<file path="src/rtl/trap_src_ctrl_pkg.sv">
// Shared definitions for the core-local interrupt source block: register offsets,
// mtimecmp reset constant and the register-window address decoder.
package trap_src_ctrl_pkg;

  localparam logic [31:0] TRAP_SRC_MTIME_LO    = 32'h00;
  localparam logic [31:0] TRAP_SRC_MTIME_HI    = 32'h04;
  localparam logic [31:0] TRAP_SRC_MTIMECMP_LO = 32'h08;
  localparam logic [31:0] TRAP_SRC_MTIMECMP_HI = 32'h0C;
  localparam logic [31:0] TRAP_SRC_MSIP        = 32'h10;
  localparam logic [31:0] TRAP_SRC_EXT_PEND    = 32'h14;
  localparam logic [31:0] TRAP_SRC_EXT_EN      = 32'h18;

  localparam logic [63:0] TRAP_SRC_MTIMECMP_RST = 64'hFFFF_FFFF_FFFF_FFFF;

  typedef enum logic [2:0] {
    REG_MTIME_LO,
    REG_MTIME_HI,
    REG_MTIMECMP_LO,
    REG_MTIMECMP_HI,
    REG_MSIP,
    REG_EXT_PEND,
    REG_EXT_EN,
    REG_NONE
  } regSel_e;

  // Expects a word-aligned byte address; anything outside the map selects nothing.
  function automatic regSel_e decodeReg(input logic [31:0] wordAddr);
    regSel_e sel;
    case (wordAddr)
      TRAP_SRC_MTIME_LO:    sel = REG_MTIME_LO;
      TRAP_SRC_MTIME_HI:    sel = REG_MTIME_HI;
      TRAP_SRC_MTIMECMP_LO: sel = REG_MTIMECMP_LO;
      TRAP_SRC_MTIMECMP_HI: sel = REG_MTIMECMP_HI;
      TRAP_SRC_MSIP:        sel = REG_MSIP;
      TRAP_SRC_EXT_PEND:    sel = REG_EXT_PEND;
      TRAP_SRC_EXT_EN:      sel = REG_EXT_EN;
      default:              sel = REG_NONE;
    endcase
    return sel;
  endfunction

endpackage

</file>
<file path="src/rtl/trap_src_ctrl_if.sv">
// Peripheral-bus port plus interrupt request/response lines of trap_src_ctrl.
// master = bus host / trap FSM side, slave = trap_src_ctrl.
interface trap_src_ctrl_if #(
  parameter int ADDR_W = 8
);

  logic              bus_cs_i;
  logic              bus_we_i;
  logic [ADDR_W-1:0] bus_addr_i;
  logic [31:0]       bus_wdata_i;
  logic [31:0]       bus_rdata_o;
  logic              ext_irq_i;
  logic              pex_trap_rsp_i;
  logic              ptcmp_trap_rsp_i;
  logic              psoft_trap_rsp_i;
  logic              pex_trap_o;
  logic              ptcmp_trap_o;
  logic              psoft_trap_o;

  modport master (
    output bus_cs_i, bus_we_i, bus_addr_i, bus_wdata_i, ext_irq_i,
    output pex_trap_rsp_i, ptcmp_trap_rsp_i, psoft_trap_rsp_i,
    input  bus_rdata_o, pex_trap_o, ptcmp_trap_o, psoft_trap_o
  );

  modport slave (
    input  bus_cs_i, bus_we_i, bus_addr_i, bus_wdata_i, ext_irq_i,
    input  pex_trap_rsp_i, ptcmp_trap_rsp_i, psoft_trap_rsp_i,
    output bus_rdata_o, pex_trap_o, ptcmp_trap_o, psoft_trap_o
  );

endinterface

</file>
<file path="src/rtl/trap_src_sync.sv">
// Two-flop synchronizer followed by a rising-edge detector flop; rise_o is a
// one-cycle pulse two clocks after the asynchronous input goes high.
module trap_src_sync (
  input  logic clk,
  input  logic rst_n,
  input  logic async_i,
  output logic rise_o
);

  logic [2:0] sync_q;
  logic [2:0] sync_d;

  assign sync_d = {sync_q[1:0], async_i};

  always_ff @(posedge clk or negedge rst_n) begin
    if (!rst_n) begin
      sync_q <= 3'b000;
    end else begin
      sync_q <= sync_d;
    end
  end

  assign rise_o = sync_q[1] & ~sync_q[2];

endmodule

</file>
<file path="src/rtl/trap_src_ctrl.sv">
// Core-local interrupt sources (mtime/mtimecmp, MSIP, external pend) feeding the trap FSM.
// Optional mtime prescaler enabled by defining TRAP_SRC_PRESCALER_EN.
module trap_src_ctrl
  import trap_src_ctrl_pkg::*;
#(
  parameter int ADDR_W    = 8,
  parameter int MTIME_DIV = 1
) (
  input logic             clk,
  input logic             rst_n,
  trap_src_ctrl_if.slave  bus
);

  logic [63:0] mtime_q,    mtime_d;
  logic [63:0] mtimecmp_q, mtimecmp_d;
  logic        msip_q,     msip_d;
  logic        extPend_q,  extPend_d;
  logic        extEn_q,    extEn_d;
  logic        tcmpAck_q,  tcmpAck_d;
  logic        cmpHit_q,   cmpHit_d;
  logic [31:0] rdata_q,    rdata_d;

  logic [31:0] wordAddr;
  logic [1:0]  unusedAddrBits;
  regSel_e     sel;
  logic        wrEn;
  logic        rdEn;
  logic        mtimeWr;
  logic        tick;
  logic        extRise;
  logic [31:0] rdMux;

  assign wordAddr       = {{(32-ADDR_W){1'b0}}, bus.bus_addr_i[ADDR_W-1:2], 2'b00};
  assign unusedAddrBits = bus.bus_addr_i[1:0];
  assign sel            = decodeReg(wordAddr);
  assign wrEn           = bus.bus_cs_i & bus.bus_we_i;
  assign rdEn           = bus.bus_cs_i & ~bus.bus_we_i;
  assign mtimeWr        = wrEn & ((sel == REG_MTIME_LO) | (sel == REG_MTIME_HI));

  trap_src_sync uExtSync (
    .clk     (clk),
    .rst_n   (rst_n),
    .async_i (bus.ext_irq_i),
    .rise_o  (extRise)
  );

`ifdef TRAP_SRC_PRESCALER_EN
  localparam logic [15:0] DIV_LAST = 16'(MTIME_DIV - 1);

  logic [15:0] presc_q, presc_d;

  // A write to either mtime half restarts the divide period.
  always_comb begin
    tick    = (presc_q == DIV_LAST);
    presc_d = tick ? 16'd0 : presc_q + 16'd1;
    if (mtimeWr) begin
      presc_d = 16'd0;
    end
  end

  always_ff @(posedge clk or negedge rst_n) begin
    if (!rst_n) begin
      presc_q <= 16'd0;
    end else begin
      presc_q <= presc_d;
    end
  end
`else
  logic [15:0] unusedDiv;
  assign unusedDiv = 16'(MTIME_DIV);
  assign tick      = 1'b1;
`endif

  always_comb begin
    mtime_d    = mtime_q;
    mtimecmp_d = mtimecmp_q;
    msip_d     = msip_q;
    extPend_d  = extPend_q;
    extEn_d    = extEn_q;
    tcmpAck_d  = tcmpAck_q;
    cmpHit_d   = (mtime_q >= mtimecmp_q);

    if (wrEn && sel == REG_MTIME_LO) begin
      mtime_d = {mtime_q[63:32], bus.bus_wdata_i};
    end else if (wrEn && sel == REG_MTIME_HI) begin
      mtime_d = {bus.bus_wdata_i, mtime_q[31:0]};
    end else if (tick) begin
      mtime_d = mtime_q + 64'd1;
    end

    if (wrEn && sel == REG_MTIMECMP_LO) begin
      mtimecmp_d = {mtimecmp_q[63:32], bus.bus_wdata_i};
    end
    if (wrEn && sel == REG_MTIMECMP_HI) begin
      mtimecmp_d = {bus.bus_wdata_i, mtimecmp_q[31:0]};
    end

    // Reprogramming the compare value re-arms the timer even against a same-cycle response.
    if (wrEn && (sel == REG_MTIMECMP_LO || sel == REG_MTIMECMP_HI)) begin
      tcmpAck_d = 1'b0;
    end else if (bus.ptcmp_trap_rsp_i) begin
      tcmpAck_d = 1'b1;
    end

    if (wrEn && sel == REG_MSIP) begin
      msip_d = bus.bus_wdata_i[0];
    end else if (bus.psoft_trap_rsp_i) begin
      msip_d = 1'b0;
    end

    if (extRise) begin
      extPend_d = 1'b1;
    end else if (bus.pex_trap_rsp_i || (wrEn && sel == REG_EXT_PEND && bus.bus_wdata_i[0])) begin
      extPend_d = 1'b0;
    end

    if (wrEn && sel == REG_EXT_EN) begin
      extEn_d = bus.bus_wdata_i[0];
    end
  end

  always_comb begin
    rdMux = 32'd0;
    case (sel)
      REG_MTIME_LO:    rdMux = mtime_q[31:0];
      REG_MTIME_HI:    rdMux = mtime_q[63:32];
      REG_MTIMECMP_LO: rdMux = mtimecmp_q[31:0];
      REG_MTIMECMP_HI: rdMux = mtimecmp_q[63:32];
      REG_MSIP:        rdMux = {31'd0, msip_q};
      REG_EXT_PEND:    rdMux = {31'd0, extPend_q};
      REG_EXT_EN:      rdMux = {31'd0, extEn_q};
      default:         rdMux = 32'd0;
    endcase
  end

  assign rdata_d = rdEn ? rdMux : rdata_q;

  always_ff @(posedge clk or negedge rst_n) begin
    if (!rst_n) begin
      mtime_q    <= 64'd0;
      mtimecmp_q <= TRAP_SRC_MTIMECMP_RST;
      msip_q     <= 1'b0;
      extPend_q  <= 1'b0;
      extEn_q    <= 1'b0;
      tcmpAck_q  <= 1'b0;
      cmpHit_q   <= 1'b0;
      rdata_q    <= 32'd0;
    end else begin
      mtime_q    <= mtime_d;
      mtimecmp_q <= mtimecmp_d;
      msip_q     <= msip_d;
      extPend_q  <= extPend_d;
      extEn_q    <= extEn_d;
      tcmpAck_q  <= tcmpAck_d;
      cmpHit_q   <= cmpHit_d;
      rdata_q    <= rdata_d;
    end
  end

  assign bus.bus_rdata_o  = rdata_q;
  assign bus.ptcmp_trap_o = cmpHit_q & ~tcmpAck_q;
  assign bus.psoft_trap_o = msip_q;
  assign bus.pex_trap_o   = extPend_q & extEn_q;

endmodule

</file>
<file path="src/flat_wrapper.sv">
// flat-port wrapper written by rule: the top's interface ports become plain ports
module trap_src_ctrl_flat import trap_src_ctrl_pkg::*;
#(
  parameter int ADDR_W    = 8,
  parameter int MTIME_DIV = 1
)
  (clk, rst_n, bus_bus_cs_i, bus_bus_we_i, bus_bus_addr_i, bus_bus_wdata_i, bus_ext_irq_i, bus_pex_trap_rsp_i, bus_ptcmp_trap_rsp_i, bus_psoft_trap_rsp_i, bus_bus_rdata_o, bus_pex_trap_o, bus_ptcmp_trap_o, bus_psoft_trap_o);
  trap_src_ctrl_if #(.ADDR_W(ADDR_W)) bus_i ();
  input logic clk;
  input logic rst_n;
  input wire logic [$bits(bus_i.bus_cs_i)-1:0] bus_bus_cs_i;
  input wire logic [$bits(bus_i.bus_we_i)-1:0] bus_bus_we_i;
  input wire logic [$bits(bus_i.bus_addr_i)-1:0] bus_bus_addr_i;
  input wire logic [$bits(bus_i.bus_wdata_i)-1:0] bus_bus_wdata_i;
  input wire logic [$bits(bus_i.ext_irq_i)-1:0] bus_ext_irq_i;
  input wire logic [$bits(bus_i.pex_trap_rsp_i)-1:0] bus_pex_trap_rsp_i;
  input wire logic [$bits(bus_i.ptcmp_trap_rsp_i)-1:0] bus_ptcmp_trap_rsp_i;
  input wire logic [$bits(bus_i.psoft_trap_rsp_i)-1:0] bus_psoft_trap_rsp_i;
  output wire logic [$bits(bus_i.bus_rdata_o)-1:0] bus_bus_rdata_o;
  output wire logic [$bits(bus_i.pex_trap_o)-1:0] bus_pex_trap_o;
  output wire logic [$bits(bus_i.ptcmp_trap_o)-1:0] bus_ptcmp_trap_o;
  output wire logic [$bits(bus_i.psoft_trap_o)-1:0] bus_psoft_trap_o;
  assign bus_i.bus_cs_i = bus_bus_cs_i;
  assign bus_i.bus_we_i = bus_bus_we_i;
  assign bus_i.bus_addr_i = bus_bus_addr_i;
  assign bus_i.bus_wdata_i = bus_bus_wdata_i;
  assign bus_i.ext_irq_i = bus_ext_irq_i;
  assign bus_i.pex_trap_rsp_i = bus_pex_trap_rsp_i;
  assign bus_i.ptcmp_trap_rsp_i = bus_ptcmp_trap_rsp_i;
  assign bus_i.psoft_trap_rsp_i = bus_psoft_trap_rsp_i;
  assign bus_bus_rdata_o = bus_i.bus_rdata_o;
  assign bus_pex_trap_o = bus_i.pex_trap_o;
  assign bus_ptcmp_trap_o = bus_i.ptcmp_trap_o;
  assign bus_psoft_trap_o = bus_i.psoft_trap_o;
  trap_src_ctrl #(.ADDR_W(ADDR_W), .MTIME_DIV(MTIME_DIV)) u_core (.clk(clk), .rst_n(rst_n), .bus(bus_i));
endmodule
</file>
<file path="config.mk">
export PLATFORM = sky130hd
export DESIGN_NAME = trap_src_ctrl_flat
export DESIGN_NICKNAME = d
export VERILOG_FILES = /design/src/rtl/trap_src_ctrl_pkg.sv /design/src/rtl/trap_src_ctrl_if.sv /design/src/rtl/trap_src_sync.sv /design/src/rtl/trap_src_ctrl.sv /design/src/flat_wrapper.sv
export SDC_FILE = /design/constraint.sdc
export NUM_CORES = 1
export LEC_CHECK = 0
export CAP_MARGIN = 15
export CELL_PAD_IN_SITES_DETAIL_PLACEMENT = 1
export CELL_PAD_IN_SITES_GLOBAL_PLACEMENT = 1
export CORE_UTILIZATION = 25
export DETAILED_ROUTE_END_ITERATION = 16
export MAX_ROUTING_LAYER = met4
export PLACE_DENSITY_LB_ADDON = 0.15
export SYNTH_ARGS = -nofsm -noshare
export SYNTH_HDL_FRONTEND = slang
export SYNTH_HIERARCHICAL = 1
export SYNTH_SLANG_ARGS = --single-unit
</file>
<file path="constraint.sdc">
create_clock -name clk -period 4.3 [get_ports clk]
set_input_delay 0.86 -clock clk [delete_from_list [all_inputs] [get_ports clk]]
set_output_delay 0.86 -clock clk [all_outputs]
set_load 0.05 [all_outputs]
</file>
==> results by group <==
Status
  • Outcome: complete, no violations

STA
  • Period Utilization, post-route: 70.7%
  • RSZ-0062 raised after global routing: false
  • Slew Limit Fails: 0
  • Maximum clock frequency: about 330 MHz
  • Final setup fails: 0
  • Worst-Margin Slew: 0.992 ns
  • Clock skew: around 0.01 ns
  • Final setup TNS: 0 ns
  • Final Critical Period: slightly above 3 ns
  • Hold Vio Cnt, Final: 0
  • Max-slew headroom: 33.9%
  • Min Hold Slack: ~0.35 ns

Logic synthesis
  • Mean post-synth cell area: 9.93 sq um
  • Most common cell in the netlist: dfrtp_1
  • Sequential share of the synthesized area: a little over two fifths
  • Net Count, Synth: about 1200
  • Mapped Cells: just over 1000
  • Main flop type after synthesis: dfrtp_1
  • Yosys top cell area share: 25.3%
  • #FFs+latches synth: 168
  • Ys async rst share: 100%
  • Yosys warns: 6
  • Post-synth top cells: 104 x dfrtp_1, 97 x nand2_1, 77 x o21ai_0
  • Top cells by area, synth: dfrtp_1 25%, dfstp_2 16%, ha_1 7.9%, mux4_2 6.8%, o21ai_0 3.7%
  • Post-synth top area cell: dfrtp_1
  • EDFF count, synth: 0
  • Synthesized area: between 0.01 and 0.015 sq mm
  • Synth unique cells: 69

Clock network
  • Sink Count: about 170
  • Hold buffer count at CTS: 0
  • Post-CTS Setup Bufs: 0
  • H-Tree Depth: 4
  • Clk slew on worst S/H paths: ~0.07 ns
  • CTS tree: built
  • Clock buffer depth: 2
  • CTS buffer count: 17
  • Clk root buf: clkbuf_16
  • Clk_lat worst skew: 0.45 ns
  • PostCTS Resize Cnt: 0

Place
  • IO Port Bufs: 80
  • DP Wirelength: 26.0 mm
  • Placed cells: ~1600
  • Final Wtd Congestion: between 0.7 and 0.8

Drt
  • DR vias: around 8500
  • Final ANT Viol Nets: 0
  • DR WL/cell: approximately 22 um
  • Via-to-Cell Ratio: roughly 5.2
  • DR DRC count: 0
  • Drt first pass iters: 5
  • DRT iter0 DRCs: slightly below 500
  • Drt total wl: around 36 mm

Die
  • Initial Util: between 20% and 30%
  • Die H: roughly 200 um
  • Core area: between 0.04 and 0.05 sq mm
  • Die area: around 0.042 sq mm
  • Width of the die: just over 200 um
  • Row count: between 70 and 80
  • I/O pin cnt: between 80 and 90

Power and ir drop
  • Leakage: about 5.2 nW
  • Power per standard cell area: between 300 and 400 mW/mm^2
  • Post-route total power: between 4 and 5 mW
  • Max VDD drop: around 0.00028 V

Setup path
  • CP arrival: between 3 and 4 ns
  • CP Class: flip-flop to flip-flop
  • Crit. End Element: flip-flop
  • Crit-path max FO: 9
  • Critical path required time: ~4.6 ns
  • CP startpoint kind: flip-flop

Global routing
  • Vias in the first global route: between 8000 and 9000
  • First-pass GRT wire length: 56.9 mm
  • Gr ovfl total: 0
  • Initial antenna violation count: 0
  • Gr usage total: roughly 19%
  • Largest net degree at the start of global routing: 79

Run
  • Maxcap violations: 0

Layout
  • Synth-to-Final Area Change: 19.9%
  • Nets: between 1000 and 1500
  • Post-layout util: 30.7%
  • Final non-filler cell total: roughly 1600
  • Ratio of cells with drive above 1 in the final layout: between 10% and 20%
  • Antenna diodes: 0

Hold path
  • Hold WC Path Type: flip-flop to flip-flop
-- power by group --
part | total, mW | switching (mW) | internal [mW]
combinational | 0.926 | 0.492 | 0.433
sequential | 2.07 | 0.261 | 1.81
clock | 1.60 | 0.699 | 0.904
-- state kept, by name (all words and copies together), names as in the netlist --
register and count:
u_core/bus.bus_rdata_o 32, u_core/bus.psoft_trap_o 1, u_core/cmpHit_q 1, u_core/extEn_q 1, u_core/extPend_q 1, u_core/mtime_q 64, u_core/mtimecmp_q 64, u_core/tcmpAck_q 1
u_core/uExtSync/sync_q 3
-- logic make-up after synthesis --
group | Yosys count | share of synthesized area, %
buf+inv | 129 | 4.91
compound gates | 261 | 17.0
flops | 168 | 41.6
simple gates | 340 | 17.1
xor+xnor | 3 | 0.255
fa+ha+maj | 65 | 7.90
mux | 71 | 11.2
-- worst max-delay path, stage by stage, from the launching register on --
cell and delay (ns):
dfrtp_1 0.53, nand3_2 0.22, or4_1 0.73, nor4_2 0.61, nand4_1 0.40, o211ai_1 0.27, o311ai_0 0.15
-- final timing paths --
check | start | endpoint | slack [ns] | depth (start not counted)
max in group asynchronous | rst_n | u_core/mtimecmp_q[15]$_DFFE_PN1P_ | 2.92 | 2
min in group asynchronous | rst_n | u_core/bus.bus_rdata_o[1]$_DFFE_PN0P_ | 0.48 | 1
hold / removal | u_core/uExtSync/sync_q[0]$_DFF_PN0_ | u_core/uExtSync/sync_q[1]$_DFF_PN0_ | 0.35 | 0
setup reg to reg | u_core/mtime_q[9]$_DFFE_PN0P_ | u_core/mtime_q[62]$_DFFE_PN0N_ | 1.26 | 6
hold reg to reg | u_core/uExtSync/sync_q[0]$_DFF_PN0_ | u_core/uExtSync/sync_q[1]$_DFF_PN0_ | 0.35 | 0
setup / recovery | u_core/mtime_q[9]$_DFFE_PN0P_ | u_core/mtime_q[62]$_DFFE_PN0N_ | 1.26 | 6
-- final cells by class --
cell class,count,area [sq um]
Sequential cell,168,4280
Tap cell,525,657
Inverter,75,282
Clock buffer,22,474
Timing Repair Buffer,104,1000
Clock inverter,10,120
Multi-Input combinational cell,740,5530
Fill cell,4603,27800
-- per-stage QoR --
step	instance area, sq um	setup slack [ns]
6_report	12300	1.26
5_1_grt	12300	1.10
4_1_cts	12300	1.29
3_5_place_dp	11700	0.840
3_3_place_gp	11700	0.835
2_1_floorplan	10300	1.63
-- placed cells by master (no fill, tap or decap), types with 5 or more instances in the layout --
master,instances
a211oi_1,15
a21o_1,11
a21oi_1,50
a221o_1,11
a22o_1,32
a31o_2,5
a31oi_1,6
and3_1,32
buf_4,23
clkbuf_16,17
clkdlybuf4s50_1,77
dfrtp_1,104
dfstp_2,64
ha_1,65
inv_1,75
mux2_2,34
mux2i_1,5
mux4_2,31
nand2_1,97
nand2b_1,6
nand3_1,37
nand4_1,29
nand4b_1,5
nor2_1,58
nor3_1,21
nor3b_1,6
nor4_1,13
o211ai_1,13
o21a_1,5
o21ai_0,77
o22ai_1,7
-- metal layers --
metal  GRT usage, %  part of all wire, %  routed length, um  up-vias
li1               -                    -                  -     4012
met1           26.4                   51              18500     4368
met2           28.0                   45              16500      130
met3           2.26                  2.7                991       23
met4           4.29                  1.2                424        0
met5              -                    0                  0        -
(Power assumes the default switching activity.)
==> patch (same flow settings) <==
The option `TRAP_SRC_PRESCALER_EN` is turned on by a define.
--- a/src/rtl/trap_src_ctrl.sv
+++ b/src/rtl/trap_src_ctrl.sv
@@ -1,5 +1,7 @@
 // Core-local interrupt sources (mtime/mtimecmp, MSIP, external pend) feeding the trap FSM.
 // Optional mtime prescaler enabled by defining TRAP_SRC_PRESCALER_EN.
+`define TRAP_SRC_PRESCALER_EN
+
 module trap_src_ctrl
   import trap_src_ctrl_pkg::*;
 #(
Function: no difference found for any inputs over 4 cycles, from zero or initial values and one cycle with rst_n low; that may be too few to reach the edited logic, so the function may still have changed.
==> patch against the unedited design <==
  * Routed wire length increased by 11%
  * Sequential cell count is 16 higher
  * Count of clock-buffer cells in the layout down 1
  * Synthesized area increased by 8.4%
  * Cell area rose by 8.0%
  * Setup slack worse by 0.42 ns
  * Clock skew hardly changed
  * Power is 9.0% higher
  * Critical endpoint is now u_core/mtime_q[24]
  * Largest cell class unchanged
  * Largest power group unchanged
==> patch: results (changes against the unedited design) <==
Critical path
  • Crit path capture: u_core/mtime_q[24] (was u_core/mtime_q[62])
  • Worst Path Arrival: 3.77 ns (was 3.35 ns)
  • Worst-path maximum fanout: 30 (was 9)
  • Critical path origin: bus_bus_addr_i[7] (was u_core/mtime_q[9])
  • FF-to-FF Start: u_core/mtime_q[5] (was u_core/mtime_q[9])
  • R2R Path End: u_core/mtime_q[48] (was u_core/mtime_q[62])
  • R2r setup slk: 1.19 ns (was 1.26 ns)

Yosys
  • Main area contributors after synthesis: dfrtp_1, dfstp_2, ha_1, mux4_2, mux2_2 (was dfrtp_1, dfstp_2, ha_1, mux4_2, o21ai_0)
  • Fraction of the mapped netlist area in adder cells: 0.0751 (was 0.0790)
  • Post-synthesis sequential area ratio: 0.420 (was 0.416)
  • Syn_nets: 1,241 (was 1,150)
  • Xor/xnor share of the synthesized area: 0.0133 (was 0.00255)
  • Post-synth cell types: 72 (was 69)
  • Synth Area in Compound Gates: 0.172 (was 0.170)
  • Mapped Avg Cell Area: 9.92 um2 (was 9.93 um2)
  • Synth cell count leaders: dfrtp_1, nor2_1, nand2_1, inv_1, o21ai_0 (was dfrtp_1, nand2_1, o21ai_0, inv_1, ha_1)

Run status
  • Status: complete, no violations (unchanged)

Power
  • Static leakage: 5.47 nW (was 5.20 nW)
  • VDD IR max: 195 uV (was 275 uV)

Drt
  • DR WL met3: 1120 um (was 991 um)
  • Post-Route M1 WL: 19,900 um (was 18,500 um)
  • Met2 routed WL: 18,900 um (was 16,500 um)
  • WL per Instance: 22.4 um (was 22.2 um)
  • Avg Vias per Cell: 5.14 (was 5.19)

Placement
  • Placer congestion estimate: 0.783 (was 0.798)
  • HPWL after detailed placement: 29,300 um (was 26,000 um)
  • Area post-placement: 12,700 um2 (was 11,700 um2)
  • Place WS: 0.361 ns (was 0.840 ns)

STA
  • Max-slew headroom: 0.355 (was 0.339)
  • Fin Clk Skew: 0.00964 ns (was 0.00975 ns)
  • Period minus WS final: 3.46 ns (was 3.04 ns)

Finish
  • Filler Cells Inserted: 5,089 (was 4,603)
  • Share of cells above drive strength 1: 0.185 (was 0.191)

GRT
  • First-pass GRT wire length: 62,700 um (was 56,900 um)
  • All-Layer GR Usage: 0.191 (was 0.186)

Clock network
  • Clock insertion delay at the later pin of the skew report: 0.47 ns (was 0.45 ns)
patch: cell type report:
class | count | area share
Clock buffer | 21 | 0.0345
Clock inverter | 11 | 0.0128
Inverter | 87 | 0.0245
Multi-Input combinational cell | 791 | 0.440
Sequential cell | 184 | 0.351
Tap cell | 592 | 0.0556
Timing Repair Buffer | 116 | 0.0808
patch: power breakdown:
group / switching [mW] / total (mW) / internal, mW
Sequential: 0.264 / 2.22 / 1.96
Clock: 0.766 / 1.77 / 1.01
Combinational: 0.559 / 1.01 / 0.454
Total: 1.59 / 5.01 / 3.42
patch: metal layers:
layer	GRT usage	vias up
li1	-	4298
met1	0.260	4818
met2	0.300	114
met3	0.0280	31
met4	0.0468	0
met5	-	-
patch: worst max-delay path, cell delays in order:
cell and delay, ns:
clkdlybuf4s50_1 0.39, or3_1 0.48, or4_2 0.64, buf_4 0.32
nor2_4 0.16, buf_4 0.24, o21ai_0 0.33, a21oi_1 0.23
o22ai_1 0.10
